===== config.mk =====
export PLATFORM = sky130hd
export DESIGN_NAME = decode_issue_queue
export DESIGN_NICKNAME = d
export VERILOG_FILES = /design/src/rtl/decode_issue_queue_pkg.sv /design/src/rtl/decode_issue_queue_scoreboard.sv /design/src/rtl/decode_issue_queue.sv
export SDC_FILE = /design/constraint.sdc
export NUM_CORES = 1
export LEC_CHECK = 0
export ABC_AREA = 1
export CAP_MARGIN = 0
export CELL_PAD_IN_SITES_DETAIL_PLACEMENT = 1
export CELL_PAD_IN_SITES_GLOBAL_PLACEMENT = 2
export CORE_AREA = 5 5 259 185
export CTS_BUF_LIST = sky130_fd_sc_hd__clkbuf_4 sky130_fd_sc_hd__clkbuf_8
export CTS_CLUSTER_DIAMETER = 100
export DETAILED_ROUTE_END_ITERATION = 10
export DIE_AREA = 0 0 264 190
export GPL_TIMING_DRIVEN = 0
export PLACE_DENSITY_LB_ADDON = 0.25
export SLEW_MARGIN = 0
export SYNTH_ARGS = -nofsm -noshare
export SYNTH_HDL_FRONTEND = slang
export SYNTH_SLANG_ARGS = --single-unit

===== constraint.sdc =====
create_clock -name clk -period 6.5 [get_ports clk]
set_input_delay 1.95 -clock clk [delete_from_list [all_inputs] [get_ports clk]]
set_output_delay 1.95 -clock clk [all_outputs]
set_load 0.01 [all_outputs]

===== src/rtl/decode_issue_queue_pkg.sv =====
// ---------------------------------------------------------------------------
// decode_issue_queue_pkg
// Shared types for the decode-to-execute issue queue:
//   RegAddr              - architectural register index (x0..x31)
//   RdCtrl               - destination write control carried with an entry
//   ExecuteStagePipeReg  - payload that decode hands to execute
//   DecodeQueueEntry     - queue slot: pipe register plus the store flag
//   DECODE_QUEUE_DEPTH_DEFAULT - default queue depth
// ---------------------------------------------------------------------------
package decode_issue_queue_pkg;

    localparam int DECODE_QUEUE_DEPTH_DEFAULT = 4;

    typedef logic [4:0] RegAddr;

    typedef enum logic [3:0] {
        ALU_ADD   = 4'd0,
        ALU_SUB   = 4'd1,
        ALU_AND   = 4'd2,
        ALU_OR    = 4'd3,
        ALU_XOR   = 4'd4,
        ALU_SLT   = 4'd5,
        ALU_SLL   = 4'd6,
        ALU_SRL   = 4'd7,
        ALU_LOAD  = 4'd8,
        ALU_STORE = 4'd9
    } AluOp;

    typedef struct packed {
        logic   wEnable;
        RegAddr rdAddr;
    } RdCtrl;

    typedef struct packed {
        logic [31:0] pc;
        logic [31:0] operandA;
        logic [31:0] operandB;
        AluOp        aluOp;
        RdCtrl       rdCtrl;
    } ExecuteStagePipeReg;

    typedef struct packed {
        ExecuteStagePipeReg pipeReg;
        logic               isStore;
    } DecodeQueueEntry;

    // x0 is hard-wired to zero, so it can never be a true RAW hazard.
    function automatic logic isRegX0(input RegAddr addr);
        return addr == '0;
    endfunction

endpackage


===== src/rtl/decode_issue_queue_scoreboard.sv =====
// ---------------------------------------------------------------------------
// decode_queue_scoreboard
// Purely combinational RAW check of two decode source registers against the
// destinations of all occupied queue slots.
//   slotValid    in  per-slot occupancy mask
//   rdCtrl       in  per-slot destination control
//   queryRs1Addr in  source register 1 of the instruction in decode
//   queryRs2Addr in  source register 2 of the instruction in decode
//   rs1Busy      out an occupied slot writes queryRs1Addr (never for x0)
//   rs2Busy      out an occupied slot writes queryRs2Addr (never for x0)
// ---------------------------------------------------------------------------
module decode_queue_scoreboard
    import decode_issue_queue_pkg::*;
#(
    parameter int DEPTH = DECODE_QUEUE_DEPTH_DEFAULT
) (
    input  logic [DEPTH-1:0] slotValid,
    input  RdCtrl            rdCtrl [DEPTH],
    input  RegAddr           queryRs1Addr,
    input  RegAddr           queryRs2Addr,
    output logic             rs1Busy,
    output logic             rs2Busy
);

    always_comb begin
        rs1Busy = 1'b0;
        rs2Busy = 1'b0;
        for (int i = 0; i < DEPTH; i++) begin
            if (slotValid[i] && rdCtrl[i].wEnable && (rdCtrl[i].rdAddr == queryRs1Addr))
                rs1Busy = 1'b1;
            if (slotValid[i] && rdCtrl[i].wEnable && (rdCtrl[i].rdAddr == queryRs2Addr))
                rs2Busy = 1'b1;
        end
        if (isRegX0(queryRs1Addr)) rs1Busy = 1'b0;
        if (isRegX0(queryRs2Addr)) rs2Busy = 1'b0;
    end

endmodule


===== src/rtl/decode_issue_queue.sv =====
// ---------------------------------------------------------------------------
// decode_issue_queue
// DEPTH-entry in-order FIFO between decode and execute, replacing the single
// decode/execute pipeline register. Valid/ready on both sides, single-cycle
// flush, RAW scoreboard over queued destinations and a pending-store count.
//
// Optional feature: define DECODE_QUEUE_BYPASS_EN to let an entry pass
// combinationally from input to output when the queue is empty and execute
// is ready (zero-cycle latency; nothing is written in that case).
//
// Ports:
//   clk          in  clock, rising edge
//   rst          in  asynchronous active-low reset
//   inValid      in  decode presents an entry
//   inReady      out queue accepts an entry this cycle
//   inEntry      in  decoded entry
//   inIsStore    in  entry is a store
//   outValid     out head entry valid
//   outReady     in  execute consumes the head
//   outEntry     out head entry
//   outIsStore   out head entry is a store
//   flush        in  discard all queued entries
//   queryRs1Addr in  decode source register 1
//   queryRs2Addr in  decode source register 2
//   rs1Busy      out a queued entry writes queryRs1Addr
//   rs2Busy      out a queued entry writes queryRs2Addr
//   count        out occupancy
//   storeCount   out queued stores
// ---------------------------------------------------------------------------
module decode_issue_queue
    import decode_issue_queue_pkg::*;
#(
    parameter  int DEPTH = DECODE_QUEUE_DEPTH_DEFAULT,
    localparam int CNT_W = $clog2(DEPTH + 1)
) (
    input  logic               clk,
    input  logic               rst,
    input  logic               inValid,
    output logic               inReady,
    input  ExecuteStagePipeReg inEntry,
    input  logic               inIsStore,
    output logic               outValid,
    input  logic               outReady,
    output ExecuteStagePipeReg outEntry,
    output logic               outIsStore,
    input  logic               flush,
    input  RegAddr             queryRs1Addr,
    input  RegAddr             queryRs2Addr,
    output logic               rs1Busy,
    output logic               rs2Busy,
    output logic [CNT_W-1:0]   count,
    output logic [CNT_W-1:0]   storeCount
);

    localparam int PTR_W = $clog2(DEPTH);

    DecodeQueueEntry  storage [DEPTH];
    logic [PTR_W-1:0] headPtr;
    logic [PTR_W-1:0] tailPtr;
    logic             doEnq;
    logic             doDeq;
    logic             bypassTake;
    logic             queueEmpty;
    logic             queueFull;
    logic [DEPTH-1:0] slotValid;
    RdCtrl            slotRdCtrl [DEPTH];

    // DEPTH need not be a power of two, so wrap explicitly.
    function automatic logic [PTR_W-1:0] nextPtr(input logic [PTR_W-1:0] ptr);
        return (ptr == PTR_W'(DEPTH - 1)) ? '0 : ptr + 1'b1;
    endfunction

    assign queueEmpty = (count == '0);
    assign queueFull  = (count == CNT_W'(DEPTH));

    // inReady deliberately ignores outReady: a full queue refuses input
    // even in a cycle where the head drains.
    assign inReady = !flush && !queueFull;

`ifdef DECODE_QUEUE_BYPASS_EN
    assign bypassTake = queueEmpty && inValid && outReady && !flush;
    assign outValid   = !flush && (!queueEmpty || bypassTake);
    assign outEntry   = bypassTake ? inEntry   : storage[headPtr].pipeReg;
    assign outIsStore = bypassTake ? inIsStore : storage[headPtr].isStore;
`else
    assign bypassTake = 1'b0;
    assign outValid   = !flush && !queueEmpty;
    assign outEntry   = storage[headPtr].pipeReg;
    assign outIsStore = storage[headPtr].isStore;
`endif

    // A bypassed entry is consumed directly and never touches the storage.
    assign doEnq = inValid && inReady && !bypassTake;
    assign doDeq = outValid && outReady && !bypassTake;

    // Slot i is occupied when its distance from head (mod DEPTH) is below count.
    for (genvar i = 0; i < DEPTH; i++) begin : gSlot
        assign slotValid[i] =
            (((i >= int'(headPtr)) ? (i - int'(headPtr)) : (i + DEPTH - int'(headPtr)))
             < int'(count));
        assign slotRdCtrl[i] = storage[i].pipeReg.rdCtrl;
    end

    always_ff @(posedge clk or negedge rst) begin
        if (!rst) begin
            headPtr    <= '0;
            tailPtr    <= '0;
            count      <= '0;
            storeCount <= '0;
        end else if (flush) begin
            headPtr    <= '0;
            tailPtr    <= '0;
            count      <= '0;
            storeCount <= '0;
        end else begin
            if (doEnq) tailPtr <= nextPtr(tailPtr);
            if (doDeq) headPtr <= nextPtr(headPtr);

            case ({doEnq, doDeq})
                2'b10:   count <= count + 1'b1;
                2'b01:   count <= count - 1'b1;
                default: count <= count;
            endcase

            case ({doEnq && inIsStore, doDeq && outIsStore})
                2'b10:   storeCount <= storeCount + 1'b1;
                2'b01:   storeCount <= storeCount - 1'b1;
                default: storeCount <= storeCount;
            endcase
        end
    end

    // Payload storage carries no reset; occupancy is tracked by the pointers.
    always_ff @(posedge clk) begin
        if (doEnq) storage[tailPtr] <= '{pipeReg: inEntry, isStore: inIsStore};
    end

    decode_queue_scoreboard #(
        .DEPTH (DEPTH)
    ) uScoreboard (
        .slotValid    (slotValid),
        .rdCtrl       (slotRdCtrl),
        .queryRs1Addr (queryRs1Addr),
        .queryRs2Addr (queryRs2Addr),
        .rs1Busy      (rs1Busy),
        .rs2Busy      (rs2Busy)
    );

endmodule

-- Word-level counts from Yosys, hierarchy flattened
Memory sizes are Yosys's and may differ from the RTL's.
Cells that the tools add are included.
- $add $sub $neg: 13
- multiply operators: 0
- div/mod/pow operators: 0
- $lt $le $gt $ge: 7
- equal/unequal tests: 15
- shift operators: 0
- multiplexer cells: 25
- bitwise gates (word level): 0
- reductions and logical operators: 28
- operators with widths (kind ; count):
    32-bit by 4-bit less-than comparator with 1-bit output ; 3
    32-bit two-way mux ; 3
    5-bit equality test ; 8
    1-bit logical AND ; 18
    1-bit two-way mux ; 12
    2-bit two-way mux ; 6
    3-bit case mux with 2 select lines ; 2
    3-bit by 2-bit subtractor with 4-bit output, first input constant ; 3
    5-bit zero test ; 2
    2-bit equality test, second input constant ; 4
    3-bit by 1-bit adder with 3-bit output, second input constant ; 2
    3-bit two-way mux ; 2
    3-bit nonzero test ; 2
    1-bit by 2-bit subtractor with 3-bit output, first input constant ; 2
    2-bit by 2-bit subtractor with 3-bit output, first input constant ; 2
    3-bit by 1-bit subtractor with 3-bit output, second input constant ; 2
    2-bit by 1-bit adder with 2-bit output, second input constant ; 2
    2-bit by 1-bit equality test with 1-bit output, second input constant ; 2
    1-bit by 2-bit greater-or-equal comparator with 1-bit output, first input constant ; 2
    3-bit by 4-bit less-than comparator with 1-bit output ; 1
    2-bit nonzero test ; 2
    3-bit equality test, second input constant ; 1
    1-bit zero test ; 3
    3-bit zero test ; 1
    2-bit greater-or-equal comparator, first input constant ; 1
- flip-flop bits (word level): 10
- bits in latches: 0
- bits in writable memories: 428
- ROM bits: 0
- input port bits: 122
- output and inout port bits: 117
- logic and storage cells: 93
- memories: 1
- memory list (name ; words ; bits a word ; read ports ; clocked after memory_dff ; write ports ; line ; source):
    storage ; 4 ; 107 ; 5 ; 0 ; 1 ; decode_issue_queue.sv:57 ; DecodeQueueEntry storage [DEPTH];

-- Longest topological paths before layout
- depth in word-level cells: 10
- mapped depth: 16
- depth with buffers taken out: 12

-- Hierarchy
A second synthesis with hierarchy kept.
- cells, all modules: 1357
- area total of the unflattened synthesis: 17401.7 um^2
- modules (own cells, without submodules) (module ; times used ; cells an instance ; area each (um^2) ; seq. area each (um^2)):
    decode_issue_queue ; 1 ; 1161 ; 16642.2 ; 13102.6
    decode_queue_scoreboard ; 1 ; 196 ; 759.5 ; 0.0

-- Worst setup path after synthesis
No wires, ideal clock.
- kind: input to register
- start: in flush
- end: mem storage[0][0] in the netlist's numbering, enable pin
- library setup time: 574 ps
- data arrival time: 6711 ps
- data required time: 5926 ps
- path slack: -785 ps
- stages: 3
- path buffers: 0
- cell sequence: a21oi_4 > nand2_2 > nor2_1
- word-level cells in the longest chain between the ends: 5
- ends and longest elaborated chain (element ; line ; source):
    start: declaration ; decode_issue_queue.sv:46 ; input logic flush,
    1-bit zero test ; decode_issue_queue.sv:78 ; assign inReady = !flush && !queueFull;
    1-bit logical AND ; decode_issue_queue.sv:78 ;
    1-bit logical AND ; decode_issue_queue.sv:93 ; assign doEnq = inValid && inReady && !bypassTake;
    1-bit two-way mux ; decode_issue_queue.sv:135 ; if (doEnq) storage[tailPtr] <= '{pipeReg: inEntry, isStore: inIsStore};
    1-bit two-way mux (not written as such) ; decode_issue_queue.sv:135 ;
    end: declaration ; decode_issue_queue.sv:57 ;
Every way passes these cells.

-- Worst setup path in the final report
- start: reg headPtr[0]
- end: out rs1Busy
- word-level cells in the longest chain between the ends: 10
- elaborated cells on any way between the ends: 30
- classes of those cells: add/sub (7); order compare (7); mux (8); reduce/logical (8)
- ends and longest elaborated chain (element ; line ; source):
    start: declaration ; decode_issue_queue.sv:58 ; logic [PTR_W-1:0] headPtr;
    start signal: assignment ; decode_issue_queue.sv:117 ; if (doDeq) headPtr <= nextPtr(headPtr);
    3-bit by 2-bit subtractor with 4-bit output, or another cell as far along ; decode_issue_queue.sv:99 ; (((i >= int'(headPtr)) ? (i - int'(headPtr)) : (i + DEPTH - int'(headPtr)))
    32-bit two-way mux ; decode_issue_queue.sv:99 ;
    32-bit by 4-bit less-than comparator with 1-bit output ; decode_issue_queue.sv:100 ; < int'(count));
    1-bit logical AND (2 in a row) ; decode_issue_queue_scoreboard.sv:29 ; if (slotValid[i] && rdCtrl[i].wEnable && (rdCtrl[i].rdAddr == queryRs1Addr))
    1-bit two-way mux (3 in a row) ; decode_issue_queue_scoreboard.sv:29 ;
    1-bit two-way mux * ; decode_issue_queue_scoreboard.sv:29 ;
    1-bit two-way mux * ; decode_issue_queue_scoreboard.sv:34 ; if (isRegX0(queryRs1Addr)) rs1Busy = 1'b0;
    end: declaration ; decode_issue_queue.sv:49 ; output logic rs1Busy,
Mark *: on every way between the ends. The rest lies on a longest branch, timed or not.

==> key figures <==
Floorplanning
  • Die X-Extent: roughly 260 um
  • DIE AREA: 50,200 um^2
  • Initial Util: about two fifths
  • I/O pin cnt: between 200 and 250
  • # rows: 66
  • Die Ht: roughly 190 um
  • Core Region: around 46,000 um^2

Detailed routing
  • Routed wire length: approximately 50,000 um
  • Via count: between 10,000 and 15,000
  • WL/cell: between 20 and 25 um
  • Vias per inst: 5.07
  • Initial DRC count: around 640
  • ANT nets after route: 0
  • Pre-Repair DR Iteration Count: 5
  • Drc violations: 0

Synthesis
  • Seq cells post-synth: 438
  • Top_reg_cell synth: edfxtp_1
  • Synthesized netlist cell count: 1,285
  • Yosys warns: 0
  • Post-synth ARST share: 2.28%
  • Mean Syn Cell Area: 13.6 um^2
  • Seq/Total Area, Yosys: between 70% and 80%
  • Netlist cell types: 31
  • Number of synthesized flops with an enable pin: 428
  • Synthesized area: between 15,000 and 20,000 um^2
  • Synth Net Count: between 1,000 and 1,500

CTS
  • CTS tree: built
  • Clock sink total: 438
  • CTS Buf Count: 72
  • Clk Latency, worst-skew pair: 0.62 ns
  • Clk pin slew, worst setup/hold paths: approximately 0.06 ns
  • Post-CTS setup buffers: 0
  • CTS HTree Levels: 3
  • Root Buffer: clkbuf_8
  • Worst-case clock buffer depth: 3
  • Hold buffer count at CTS: 0
  • Cts repair resizes: 0

Global route
  • Largest net degree at the start of global routing: 27
  • First-pass GRT wire length: approximately 75,000 um
  • Congestion Overflow GR: 0
  • Antenna violations before repair: 4
  • Number of global-route vias before repair: approximately 12,000
  • Total GRT Usage: 19.5%

Final layout
  • FILL cells: roughly 4,700
  • Finished Layout Cells: roughly 2,300
  • Area grow syn2layout: 28.1%
  • Commonest non-fill, non-tap cell in the layout: edfxtp_1
  • Core Util, Final: between 40% and 50%
  • Commonest non-fill, non-tap cells in the layout: 428 x edfxtp_1, 231 x clkdlybuf4s50_1, 226 x nor2_1
  • Area of the multi-input gates: 3750 um^2
  • Post-route cell area: 22,300 um^2
  • Layout cells sized above 1: 11.1%
  • Nets: 1,748
  • Seq. cell area: between 10,000 and 15,000 um^2

STA
  • Final setup violation count: 0
  • Min cycle time layout: around 6 ns
  • RSZ-0062 raised after global routing: no
  • Setup TNS Final: 0 ns
  • Fin. Hold Viols: 0
  • FMAX: approximately 170 MHz
  • Slew Limit Fails: 0
  • Final Worst Setup Slack: around 0.5 ns
  • Fin crit share: between 90% and 100%
  • Pin slew with the least headroom to its limit: between 0.9 and 1 ns
  • Slew Limit Headroom: around 39%
  • Clock skew: approximately 0.022 ns

Worst hold path
  • Hold Crit Endpoint: storeCount[1]
  • Worst Hold Class: register to register
  • Critical hold path startpoint: storeCount[1]
  • Worst Hold Depth: 2

Setup path
  • CP required: 4.55 ns
  • Crit. End Element: output port
  • Critical-path top delay cell: dfrtp_1
  • CP Data Arrival Time: between 4 and 5 ns
  • Buf+Inv Stages, Crit Path: 6
  • Reg2reg end: storage[1][69]
  • CP dominant cell by count: nand2_1
  • WS Path Type: register to output port
  • Maximum fanout along the worst path: 10
  • R2R Path Start: count[0]
  • Reg2reg setup slack: 3.80 ns
  • CP Cell Sequence: buf_6 > inv_2 > buf_6 > buf_6 > buf_6 > ha_1 > ha_1 > nand2_1 > nand2_1 > nand2_1 > nand2_1 > nand2_1 > nand3_1 > nand2_1 > nor2_1 > nor2_1 > clkdlybuf4s50_1
  • Crit-path leading delay family: buffers and inverters
  • Register-to-Register Path Depth: 8
  • Startpoint Class: register
  • Max stage delay on crit path: 0.78 ns

Power
  • VDD IR-drop max: between 0.2 and 0.3 mV
  • Flop pwr share: 39.8%
  • Pwr/cell area: roughly 380 nW/um^2
  • LEAKAGE: approximately 0.0077 uW
  • Power share of the clock group: between 20% and 30%
  • P_int: 5740 uW
  • Switching share of power: between 30% and 40%
  • Comb pwr share: 32.0%
  • NetSw: between 2000 and 3000 uW

Run status
  • Status: finished, final reports clean

Placement
  • DP Cell Count: ~2,100
  • Dpl ws: between 0.6 and 0.7 ns
  • Placed inst area: between 20,000 and 25,000 um^2
  • I/O Buffers: 231
  • RePlAce Congestion: 0.768
  • Dpl hpwl: ~33,000 um

Job
  • Max Cap Viol: 0
-- cell families after synthesis --
| family | synth area share, % |
|---|---|
| adders and majority gates | 1.38 |
| DFF | 75.2 |
| AOI/OAI and AO/OA | 10.4 |
| and+or+nand+nor | 7.85 |
| muxes | 0.0575 |
| buffers and inverters | 3.39 |
| xor gates and xnor gates | 1.66 |
-- state kept, by name, indices dropped and copies added (netlist names) --
name	cells
count	3
storeCount	3
tailPtr	2
storage	428
headPtr	2
-- metrics by stage --
| step | total power, uW | hold slack (ns) |
|---|---|---|
| after global placement | 6150 | 0.559 |
| after detailed placement | 6180 | 0.560 |
| final | 8480 | 0.567 |
| after floorplan | 4690 | 0.580 |
| after CTS | 8610 | 0.572 |
| after global routing | 8940 | 0.614 |
-- cells in the mapped netlist (3+ instances only) --
| cell | number | share of area [%] |
|---|---|---|
| edfxtp_1 | 428 | 74 |
| nor2_1 | 230 | 5.0 |
| o21ai_0 | 188 | 5.4 |
| o22ai_1 | 102 | 3.7 |
| nand2_1 | 71 | 1.5 |
| clkbuf_1 | 47 | 1.0 |
| inv_1 | 41 | 0.88 |
| o21ai_1 | 33 | 0.95 |
| xnor2_1 | 26 | 1.3 |
| nand3_1 | 24 | 0.69 |
| ha_1 | 16 | 1.1 |
| buf_6 | 14 | 0.91 |
| buf_2 | 13 | 0.37 |
| dfrtp_1 | 10 | 1.4 |
| a21oi_1 | 8 | 0.23 |
| xor2_1 | 7 | 0.35 |
| inv_2 | 4 | 0.086 |
| nand2_2 | 4 | 0.14 |
| buf_4 | 3 | 0.13 |
-- area by class of cell --
cell class,count,area share [%]
clock inverter,27,0.852
inverter,45,0.757
sequential,438,58.7
multi-input combinational,725,16.8
timing repair buffer,249,12.0
tap,612,3.43
clock buffer,103,5.48
buffer,77,1.89
antenna,2,0.0224
-- worst max path at each step --
stage                     slack (ns)  cells after the start       startpoint             end
final                           0.49                     17       headPtr[0]         rs1Busy
after global routing            0.26                     17       headPtr[0]         rs1Busy
after CTS                       0.35                     17       headPtr[0]         rs1Busy
after detailed placement        0.63                     11  queryRs1Addr[4]         rs1Busy
after global placement         -5.88                      4            flush  storage[3][39]
after floorplan                -0.79                      3            flush   storage[0][0]
-- per-layer routing --
metal | vias up | wire length (um) | GRT usage, %
li1 | 5373 | - | -
met1 | 5811 | 23100 | 27.0
met2 | 267 | 23300 | 31.4
met3 | 90 | 2320 | 4.15
met4 | 6 | 1140 | 5.79
met5 | - | 33 | 0
-- power groups by stage --
| stage | registers [uW] | clock network [uW] | logic (uW) |
|---|---|---|---|
| 5_1_grt | 3390 | 2600 | 2960 |
| 3_3_place_gp | 3480 | 0 | 2670 |
| 2_1_floorplan | 3440 | 0 | 1260 |
| 3_5_place_dp | 3430 | 0 | 2750 |
| 4_1_cts | 3370 | 2470 | 2770 |
| 6_report | 3370 | 2390 | 2720 |
-- worst reg2reg max path, stage by stage (launching register included) --
cell	delay, ns
dfrtp_1	0.52
nor2_2	0.13
a21oi_4	0.20
nand2_2	0.22
nor2_4	0.46
buf_16	0.23
buf_12	0.19
buf_12	0.22
buf_12	0.22
(Power assumes the default switching activity.)
